**src/rtl/ddr3_device_responder_if.sv**
```systemverilog
// DDR3 pin bundle between a memory controller and the device responder.
// Command/address/write-data travel controller -> device; read data and its
// output-enable travel device -> controller.
//   ck_en, cs_n, ras_n, cas_n, we_n : CKE, chip select and command bits
//   address, bank_address           : row/column/mode value and bank/MR select
//   dq_in                           : write data from the controller
//   dq_out, dq_oe                   : read data and its one-cycle valid beat
interface ddr3_device_responder_if #(
  parameter int ADDRESS_BITWIDTH      = 15,
  parameter int BANK_ADDRESS_BITWIDTH = 3,
  parameter int DQ_BITWIDTH           = 16
);
  logic                             ck_en;
  logic                             cs_n;
  logic                             ras_n;
  logic                             cas_n;
  logic                             we_n;
  logic [ADDRESS_BITWIDTH-1:0]      address;
  logic [BANK_ADDRESS_BITWIDTH-1:0] bank_address;
  logic [DQ_BITWIDTH-1:0]           dq_in;
  logic [DQ_BITWIDTH-1:0]           dq_out;
  logic                             dq_oe;

  modport master (
    output ck_en, cs_n, ras_n, cas_n, we_n, address, bank_address, dq_in,
    input  dq_out, dq_oe
  );

  modport slave (
    input  ck_en, cs_n, ras_n, cas_n, we_n, address, bank_address, dq_in,
    output dq_out, dq_oe
  );
endinterface

```
**src/rtl/ddr3_device_responder.sv**
```systemverilog
// SDR-simplified DDR3 device model for controller loopback. Decodes commands,
// tracks open banks/rows, stores write data in a small array indexed by
// {bank, low column bits}, returns read data after the CAS latency and flags
// the first protocol violation.
//   clk, reset        : clock, synchronous active-high reset
//   reset_n           : DDR reset pin, active-low, synchronous clear
//   ddr (slave)       : command/address/data pins
//   protocol_error    : sticky error flag
//   error_code        : code of the first error
//   refresh_count     : accepted REFRESH commands (wrapping)
//   open_bank_mask    : one bit per open bank
module ddr3_device_responder #(
  parameter int ADDRESS_BITWIDTH      = 15,
  parameter int BANK_ADDRESS_BITWIDTH = 3,
  parameter int DQ_BITWIDTH           = 16,
  parameter int COL_INDEX_BITS        = 3,
  parameter int DEFAULT_CL            = 5,
  parameter int DEFAULT_CWL           = 5
) (
  input  logic                                clk,
  input  logic                                reset,
  input  logic                                reset_n,
  ddr3_device_responder_if.slave              ddr,
  output logic                                protocol_error,
  output logic [2:0]                          error_code,
  output logic [15:0]                         refresh_count,
  output logic [2**BANK_ADDRESS_BITWIDTH-1:0] open_bank_mask
);
  localparam int NUM_BANKS  = 2**BANK_ADDRESS_BITWIDTH;
  localparam int IDX_BITS   = BANK_ADDRESS_BITWIDTH + COL_INDEX_BITS;
  localparam int MEM_DEPTH  = 2**IDX_BITS;
  localparam int PIPE_DEPTH = 16;

  typedef enum logic [2:0] {
    CMD_MRS       = 3'b000,
    CMD_REFRESH   = 3'b001,
    CMD_PRECHARGE = 3'b010,
    CMD_ACTIVATE  = 3'b011,
    CMD_WRITE     = 3'b100,
    CMD_READ      = 3'b101,
    CMD_ZQCL      = 3'b110,
    CMD_NOP       = 3'b111
  } cmd_e;

  logic                        clear;
  cmd_e                        cmd;
  logic [IDX_BITS-1:0]         cmd_idx;
  logic                        bank_open;
  logic                        any_open;
  logic [3:0]                  cl_q;
  logic [3:0]                  cwl_q;
  logic [3:0]                  mr0_cl;
  logic [3:0]                  mr2_cwl;

  logic                        do_act;
  logic                        do_rd;
  logic                        do_wr;
  logic                        do_pre;
  logic                        do_pre_all;
  logic                        do_ref;
  logic                        load_cl;
  logic                        load_cwl;
  logic                        err_hit;
  logic [2:0]                  err_code_now;

  // Latency pipelines: an entry is inserted at slot latency-1 and shifts one
  // slot toward 0 per cycle, so it acts exactly `latency` edges after issue and
  // keeps the latency in force when it was issued.
  logic [PIPE_DEPTH-1:0]       rd_valid;
  logic [PIPE_DEPTH-1:0]       wr_valid;
  logic [IDX_BITS-1:0]         rd_idx [PIPE_DEPTH];
  logic [IDX_BITS-1:0]         wr_idx [PIPE_DEPTH];

  logic [DQ_BITWIDTH-1:0]      mem [MEM_DEPTH];
  logic [ADDRESS_BITWIDTH-1:0] open_row [NUM_BANKS];

  assign clear     = reset | ~reset_n;
  assign cmd       = cmd_e'({ddr.ras_n, ddr.cas_n, ddr.we_n});
  assign cmd_idx   = {ddr.bank_address, ddr.address[COL_INDEX_BITS-1:0]};
  assign bank_open = open_bank_mask[ddr.bank_address];
  assign any_open  = |open_bank_mask;
  assign mr0_cl    = {1'b0, ddr.address[6:4]} + 4'd4;
  assign mr2_cwl   = {1'b0, ddr.address[5:3]} + 4'd5;

  always_comb begin
    do_act       = 1'b0;
    do_rd        = 1'b0;
    do_wr        = 1'b0;
    do_pre       = 1'b0;
    do_pre_all   = 1'b0;
    do_ref       = 1'b0;
    load_cl      = 1'b0;
    load_cwl     = 1'b0;
    err_hit      = 1'b0;
    err_code_now = 3'd0;
    if (ddr.ck_en && !ddr.cs_n) begin
      unique case (cmd)
        CMD_ACTIVATE: begin
          do_act = 1'b1;
          if (bank_open) begin
            err_hit      = 1'b1;
            err_code_now = 3'd1;
          end
        end
        CMD_READ: begin
          if (bank_open) do_rd = 1'b1;
          else begin
            err_hit      = 1'b1;
            err_code_now = 3'd2;
          end
        end
        CMD_WRITE: begin
          if (bank_open) do_wr = 1'b1;
          else begin
            err_hit      = 1'b1;
            err_code_now = 3'd3;
          end
        end
        CMD_PRECHARGE: begin
          if (ddr.address[10]) do_pre_all = 1'b1;
          else                 do_pre     = 1'b1;
        end
        CMD_REFRESH: begin
          do_ref = 1'b1;
          if (any_open) begin
            err_hit      = 1'b1;
            err_code_now = 3'd4;
          end
        end
        CMD_MRS: begin
          if (ddr.bank_address == BANK_ADDRESS_BITWIDTH'(0)) begin
            if (!ddr.address[2] && mr0_cl >= 4'd5 && mr0_cl <= 4'd11) load_cl = 1'b1;
            else begin
              err_hit      = 1'b1;
              err_code_now = 3'd5;
            end
          end else if (ddr.bank_address == BANK_ADDRESS_BITWIDTH'(2)) begin
            if (mr2_cwl <= 4'd8) load_cwl = 1'b1;
            else begin
              err_hit      = 1'b1;
              err_code_now = 3'd5;
            end
          end
          // An open bank is the more fundamental violation, so it wins the code.
          if (any_open) begin
            err_hit      = 1'b1;
            err_code_now = 3'd4;
          end
        end
        default: ;
      endcase
    end else if (!ddr.ck_en && !ddr.cs_n && cmd != CMD_NOP) begin
      err_hit      = 1'b1;
      err_code_now = 3'd6;
    end
  end

  always_ff @(posedge clk) begin
    if (clear) begin
      ddr.dq_out     <= '0;
      ddr.dq_oe      <= 1'b0;
      protocol_error <= 1'b0;
      error_code     <= 3'd0;
      refresh_count  <= 16'd0;
      open_bank_mask <= '0;
      cl_q           <= 4'(DEFAULT_CL);
      cwl_q          <= 4'(DEFAULT_CWL);
      rd_valid       <= '0;
      wr_valid       <= '0;
    end else begin
      rd_valid <= {1'b0, rd_valid[PIPE_DEPTH-1:1]};
      wr_valid <= {1'b0, wr_valid[PIPE_DEPTH-1:1]};
      for (int i = 0; i < PIPE_DEPTH - 1; i++) begin
        rd_idx[i] <= rd_idx[i+1];
        wr_idx[i] <= wr_idx[i+1];
      end
      if (do_rd) begin
        rd_valid[cl_q - 4'd1] <= 1'b1;
        rd_idx[cl_q - 4'd1]   <= cmd_idx;
      end
      if (do_wr) begin
        wr_valid[cwl_q - 4'd1] <= 1'b1;
        wr_idx[cwl_q - 4'd1]   <= cmd_idx;
      end

      // Reads the array before this edge's write lands: old data on a collision.
      ddr.dq_oe <= rd_valid[0];
      if (rd_valid[0]) ddr.dq_out <= mem[rd_idx[0]];

      if (do_act) begin
        open_bank_mask[ddr.bank_address] <= 1'b1;
        open_row[ddr.bank_address]       <= ddr.address;
      end
      if (do_pre_all)  open_bank_mask <= '0;
      else if (do_pre) open_bank_mask[ddr.bank_address] <= 1'b0;

      if (do_ref)   refresh_count <= refresh_count + 16'd1;
      if (load_cl)  cl_q  <= mr0_cl;
      if (load_cwl) cwl_q <= mr2_cwl;

      if (err_hit && !protocol_error) begin
        protocol_error <= 1'b1;
        error_code     <= err_code_now;
      end
    end
  end

  // Storage survives reset; only the pending write is cancelled.
  always_ff @(posedge clk) begin
    if (!clear && wr_valid[0]) mem[wr_idx[0]] <= ddr.dq_in;
  end
endmodule

```
**src/flat_wrapper.sv**
```systemverilog
// flat-port wrapper written by rule: the top's interface ports become plain ports
module ddr3_device_responder_flat 
#(
  parameter int ADDRESS_BITWIDTH      = 15,
  parameter int BANK_ADDRESS_BITWIDTH = 3,
  parameter int DQ_BITWIDTH           = 16,
  parameter int COL_INDEX_BITS        = 3,
  parameter int DEFAULT_CL            = 5,
  parameter int DEFAULT_CWL           = 5
)
  (clk, reset, reset_n, protocol_error, error_code, refresh_count, open_bank_mask, ddr_ck_en, ddr_cs_n, ddr_ras_n, ddr_cas_n, ddr_we_n, ddr_address, ddr_bank_address, ddr_dq_in, ddr_dq_out, ddr_dq_oe);
  ddr3_device_responder_if #(.ADDRESS_BITWIDTH(ADDRESS_BITWIDTH), .BANK_ADDRESS_BITWIDTH(BANK_ADDRESS_BITWIDTH), .DQ_BITWIDTH(DQ_BITWIDTH)) ddr_i ();
  input  logic clk;
  input  logic reset;
  input  logic reset_n;
  output logic protocol_error;
  output logic [2:0] error_code;
  output logic [15:0] refresh_count;
  output logic [2**BANK_ADDRESS_BITWIDTH-1:0] open_bank_mask;
  input wire logic [$bits(ddr_i.ck_en)-1:0] ddr_ck_en;
  input wire logic [$bits(ddr_i.cs_n)-1:0] ddr_cs_n;
  input wire logic [$bits(ddr_i.ras_n)-1:0] ddr_ras_n;
  input wire logic [$bits(ddr_i.cas_n)-1:0] ddr_cas_n;
  input wire logic [$bits(ddr_i.we_n)-1:0] ddr_we_n;
  input wire logic [$bits(ddr_i.address)-1:0] ddr_address;
  input wire logic [$bits(ddr_i.bank_address)-1:0] ddr_bank_address;
  input wire logic [$bits(ddr_i.dq_in)-1:0] ddr_dq_in;
  output wire logic [$bits(ddr_i.dq_out)-1:0] ddr_dq_out;
  output wire logic [$bits(ddr_i.dq_oe)-1:0] ddr_dq_oe;
  assign ddr_i.ck_en = ddr_ck_en;
  assign ddr_i.cs_n = ddr_cs_n;
  assign ddr_i.ras_n = ddr_ras_n;
  assign ddr_i.cas_n = ddr_cas_n;
  assign ddr_i.we_n = ddr_we_n;
  assign ddr_i.address = ddr_address;
  assign ddr_i.bank_address = ddr_bank_address;
  assign ddr_i.dq_in = ddr_dq_in;
  assign ddr_dq_out = ddr_i.dq_out;
  assign ddr_dq_oe = ddr_i.dq_oe;
  ddr3_device_responder #(.ADDRESS_BITWIDTH(ADDRESS_BITWIDTH), .BANK_ADDRESS_BITWIDTH(BANK_ADDRESS_BITWIDTH), .DQ_BITWIDTH(DQ_BITWIDTH), .COL_INDEX_BITS(COL_INDEX_BITS), .DEFAULT_CL(DEFAULT_CL), .DEFAULT_CWL(DEFAULT_CWL)) u_core (.clk(clk), .reset(reset), .reset_n(reset_n), .ddr(ddr_i), .protocol_error(protocol_error), .error_code(error_code), .refresh_count(refresh_count), .open_bank_mask(open_bank_mask));
endmodule
```
**config.mk**
```make
export PLATFORM = sky130hd
export DESIGN_NAME = ddr3_device_responder_flat
export DESIGN_NICKNAME = d
export VERILOG_FILES = /design/src/rtl/ddr3_device_responder_if.sv /design/src/rtl/ddr3_device_responder.sv /design/src/flat_wrapper.sv
export SDC_FILE = /design/constraint.sdc
export NUM_CORES = 1
export LEC_CHECK = 0
export BUFFER_PORTS_ARGS = -buffer_cell sky130_fd_sc_hd__buf_2
export CAP_MARGIN = 10
export CORE_AREA = 2 2 464 282
export CTS_CLUSTER_SIZE = 20
export DETAILED_ROUTE_END_ITERATION = 8
export DIE_AREA = 0 0 466 284
export PLACE_DENSITY = 0.58
export SYNTH_ARGS = -nofsm -noshare
export SYNTH_HDL_FRONTEND = slang
export SYNTH_SLANG_ARGS = --single-unit
```
**constraint.sdc**
```tcl
create_clock -name clk -period 14.9 [get_ports clk]
set_input_delay 0 -clock clk [delete_from_list [all_inputs] [get_ports clk]]
set_output_delay 0 -clock clk [all_outputs]
set_load 0.02 [all_outputs]
```
# [Yosys cells after proc, flatten, opt, wreduce, memory -nomap -nowiden]
# Memory sizes are Yosys's and may differ from the RTL's. A register that Yosys moved wholly into a read port is not among the register bits.
# Index checks and enable logic that the tools add are counted.
[word_totals] regBits=69 ramBits=1216 out_inout_bits=45 word_cells=134 mem_count=3
[memory_table] name="u_core.mem" words=64 word_bits=16 read_ports=1 rd_ports_with_merged_regs=1 write_ports=1 line="ddr3_device_responder.sv:74" source="logic [DQ_BITWIDTH-1:0] mem [MEM_DEPTH];"
[memory_table] name="u_core.rd_idx" words=16 word_bits=6 read_ports=16 rd_ports_with_merged_regs=0 write_ports=16 line="ddr3_device_responder.sv:71" source="logic [IDX_BITS-1:0] rd_idx [PIPE_DEPTH];"
[memory_table] name="u_core.wr_idx" words=16 word_bits=6 read_ports=16 rd_ports_with_merged_regs=0 write_ports=16 line="ddr3_device_responder.sv:72" source="logic [IDX_BITS-1:0] wr_idx [PIPE_DEPTH];"
[op_classes] add_sub_neg=5 order_cmp=9 eq_ne=7 mux=68 n_bitwise=9 n_reduce_logical=22
[op_table] cell="$mux W1" n=47
[op_table] cell="$or A15 B16 Y16" n=2
[op_table] cell="$mux W15" n=2
[op_table] cell="$mux W3" n=8
[op_table] cell="$mux W8" n=3
[op_table] cell="$add A16 B1 Y16 const B" n=1
[op_table] cell="$pmux W3 S5" n=1
[op_table] cell="$logic_and A1 B1 Y1" n=10
[op_table] cell="$lt A4 B5 Y1 const B" n=2
[op_table] cell="$eq A3 B2 Y1 const B" n=3
[op_table] cell="$add A3 B3 Y4 const B" n=2
[op_table] cell="$and A8 B8 Y8" n=1
[op_table] cell="$demux W1 S4" n=2
[op_table] cell="$ge A4 B1 Y1 const B" n=2
[op_table] cell="$le A4 B4 Y1 const B" n=2
[op_table] cell="$not A8 Y8" n=1
[op_table] cell="$or A8 B8 Y8" n=1
[op_table] cell="$reduce_or A2 Y1" n=4
[op_table] cell="$reduce_or A8 Y1" n=1
[op_table] cell="$sub A4 B1 Y4 const B" n=2
[op_table] cell="$eq A3 B3 Y1 const B" n=2
[op_table] cell="$logic_not A3 Y1" n=2
[op_table] cell="$logic_not A1 Y1" n=5
[op_table] cell="$ge A4 B3 Y1 const B" n=1
[op_table] cell="10 further kinds" n=13

# [Longest topological paths before layout]
[depth] word_depth=10 ltp_mapped=9 ltp_nobuf=6

# [Worst setup path after synthesis]
# Ideal clock, no wire load.
[synth_path] path_kind="input port to flip-flop" startpoint="in reset" endpoint="reg u_core.cl_q[2]" setup_ns=0.422 arrival_ns=5.738 required_time_ns=14.478 slack_ns=8.740 cell_stages=5 path_buffers=2 path_cell_list="nand2b_1 > clkbuf_1 > clkinv_1 > clkbuf_1 > o211ai_1"
[synth_between] elab_chain_len=1
[synth_rtl] item="from (decl)" line="flat_wrapper.sv:14" source="input logic reset;"
[synth_rtl] item="$or A1 B1 Y1" line="ddr3_device_responder.sv:77" source="assign clear = reset | ~reset_n;"
[synth_rtl] item="to (signal assigned)" line="ddr3_device_responder.sv:166" source="cl_q <= 4'(DEFAULT_CL);"
[synth_rtl] item="to (signal assigned)" line="ddr3_device_responder.sv:198" source="if (load_cl) cl_q <= mr0_cl;"
[synth_rtl] item="to (decl)" line="ddr3_device_responder.sv:50" source="logic [3:0] cl_q;"
# No other way between the ends.
# A chain may end at the register's enable or synchronous reset.

==> metrics.txt <==
run status completed; final setup fails 0; syn avg cell area 18.8 µm²; Setup CP Type flop to flop; Syn Std Cell Area 50800 µm²; EDFF count, synth 1216; Max Clock Skew 0.0557 ns; synth warn 0; Post-synth top cells edfxtp_1 (1216), mux2i_1 (266), a22oi_1 (192), mux2_2 (169), mux4_2 (128); met2 wire length 51200 µm; GRT Total Usage 0.171; Die Y 284 µm; CTS tree yes; post-synth cell types 59; WP data required 15.53 ns; Pleak 19.2 nW; post_cts resized 0; Worst setup EP type flop; RSZ-0062 raised after global routing no; post-DR wirelength/cell 24.4 µm; Hold Path End u_core.mem[23][12]$_DFFE_PP_; antenna violations before repair 4; post-synth top area cell edfxtp_1; Post-Route Utilization 0.454; CTS Buf Count 118; Slew Limit Fails 0; Vias/cell 5.49; CP most frequent cell buf_12; Pwr Total 7.40 mW; Slew HR 0.225; Reg-to-Reg Start u_core.rd_idx[0][2]$_DFFE_PP_; Async SR Flop Fraction 0; reg2reg path depth 7; Reg2Reg Setup Slack 10.57 ns; layout cells sized above 1 0.242; clk root buf clkbuf_16; Hold Path Class input port to flop; initial core utilization 0.397; Post-CTS Setup Inserts 0; RR Endpoint u_core.ddr.dq_out[3]$_SDFFE_PN0P_; fin nets 2927; I/O pins 87; period utilisation layout 0.291; PortBufs 79; register area share after synthesis 0.752; DR WL met3 7420 µm; Worst-Margin Slew 1.16 ns; Synth area leaders edfxtp_1 (72%), mux4_2 (5.7%), mux2i_1 (5.2%); max layer used met4; CTS Sinks 1301; global route overflow 0; DRC 0; largest net degree at the start of global routing 137; number of iterations in the first detailed-routing pass 5; DRT iter0 DRCs 2486; setup TNS 0 ns; clock-pin slew on the worst setup and hold paths 0.06 ns; later-pin clock latency in the skew report 0.75 ns; # H-tree levels 3; DRT antenna net count 0; Placer Congestion 0.776; CP Launch Type flop; #FFs+latches synth 1301; hold wc startpoint ddr_dq_in[12]; fin crit period 4.33 ns; PD cells 127 nW/µm²; Peak supply drop 0.0000920 V; Critical-path top delay cell buf_4; Post-synth top flop edfxtp_1; endpoints failing hold 0; Fmax achieved 231 MHz; worst stage delay on the critical path 0.80 ns; crit-path cells buf_12, buf_4, buf_12, mux4_2, a22oi_1, nand4_1, a211o_1; number of global-route vias before repair 25700; Syn-to-layout area delta 14.3%; via count 25800; CORE AREA 128000 µm²; Post-DP HPWL 66600 µm; Hold Crit Depth 1; top cell type's share of synthesized area 0.718; worst-path maximum fanout 136; CP arrival 4.97 ns; Syn Nets 2749; met1 wire length 54000 µm; chip width 466 µm; maxcap violations 0; filler cell count in the final layout 10800; clock buffer depth 3; first-pass GRT wire length 169000 µm; num rows 102; most common cell in the netlist edfxtp_1; Post-Syn Instances 2705; full die area 132000 µm²; final wirelength 115000 µm
[per-stage QoR]
step                      worst slack [ns]  instance area [µm²]  hold WS (ns)  instances
after floorplan                       8.74                50800        0.0989       2705
after global placement               10.55                53500         0.269       4428
after detailed placement             10.43                53500         0.272       4428
after CTS                            10.44                58000        0.0348       4698
after global routing                 10.34                58100        0.0921       4704
final                                10.57                58100        0.0618       4707
[power by group]
group | leakage (nW) | internal [mW] | total, mW | switching (mW)
clock network | 1.97 | 1.80 | 3.15 | 1.35
registers | 11.7 | 4.01 | 4.02 | 0.00664
logic | 5.58 | 0.0771 | 0.233 | 0.156
[critical path, delay by kind of cell (launching register included)]
family | cells | cell delay (ns)
buffers and inverters | 3 | 2.11
AOI/OAI and AO/OA | 2 | 0.72
muxes | 1 | 0.42
and+or+nand+nor | 1 | 0.40
DFF | 1 | 0.37
[per-layer routing]
layer	vias to the layer above	global-route usage
li1	11400	-
met1	13600	0.261
met2	761	0.253
met3	148	0.0295
met4	0	0.0420
met5	-	0
[cell type report]
class	count	area, µm²	area share
inverter	13	56.3	0.000969
multi-input combinational	1228	12000	0.206
antenna	3	7.51	0.000129
clock buffer	145	3140	0.0540
tap	1716	2150	0.0370
timing repair buffer	221	1660	0.0286
sequential	1301	38200	0.658
clock inverter	80	898	0.0155
[layout by cell type, fill, tap and decap left out, drive strengths merged, types with 9 or more instances in the layout]
cell type	instances
clkinv	52
a41oi	17
inv	18
nor2	123
nor3b	21
nand2	22
nand4	23
mux2	181
mux2i	266
a21o	28
a211o	17
nor4	14
buf	173
clkbuf	146
a211oi	9
dlygate4sd3	47
a22oi	192
dfxtp	85
mux4	128
nand3	78
edfxtp	1216
bufinv	17
a21oi	12
[worst max path at each step]
| stage | start | endpoint | slack (ns) | cells past startpoint |
|---|---|---|---|---|
| floorplan | reset | u_core.cl_q[2]$_SDFFE_PN1P_ | 8.74 | 5 |
| global placement | u_core.rd_idx[0][2]$_DFFE_PP_ | u_core.ddr.dq_out[3]$_SDFFE_PN0P_ | 10.55 | 7 |
| detailed placement | u_core.rd_idx[0][2]$_DFFE_PP_ | u_core.ddr.dq_out[3]$_SDFFE_PN0P_ | 10.43 | 7 |
| CTS | u_core.rd_idx[0][2]$_DFFE_PP_ | u_core.ddr.dq_out[3]$_SDFFE_PN0P_ | 10.44 | 7 |
| global route | u_core.rd_idx[0][2]$_DFFE_PP_ | u_core.ddr.dq_out[6]$_SDFFE_PN0P_ | 10.34 | 7 |
| finish | u_core.rd_idx[0][2]$_DFFE_PP_ | u_core.ddr.dq_out[3]$_SDFFE_PN0P_ | 10.57 | 7 |
[sequential cells by signal, summed over array words and instances, names as in the netlist]
name,flops
u_core.cl_q,4
u_core.cwl_q,4
u_core.ddr.dq_oe,1
u_core.ddr.dq_out,16
u_core.error_code,3
u_core.mem,1024
u_core.open_bank_mask,8
u_core.protocol_error,1
u_core.rd_idx,96
u_core.rd_valid,16
u_core.refresh_count,16
u_core.wr_idx,96
u_core.wr_valid,16
[cell families after synthesis]
| logic type | Yosys count | synth area share |
|---|---|---|
| flip-flops | 1301 | 0.752 |
| XOR/XNOR | 11 | 0.00190 |
| AND/OR/NAND/NOR | 334 | 0.0357 |
| AO/OA/AOI/OAI | 306 | 0.0459 |
| multiplexers | 575 | 0.150 |
| adder cells (fa/ha/maj) | 2 | 0.000492 |
| buffers and inverters | 176 | 0.0141 |
[repair_timing]
item | in CTS | in global routing
endpoints found under the setup margin | 0 | 0
hold buffers | 45 | 2
hold endpoints to repair | 909 | 63
Power figures use the tool's default switching activity.
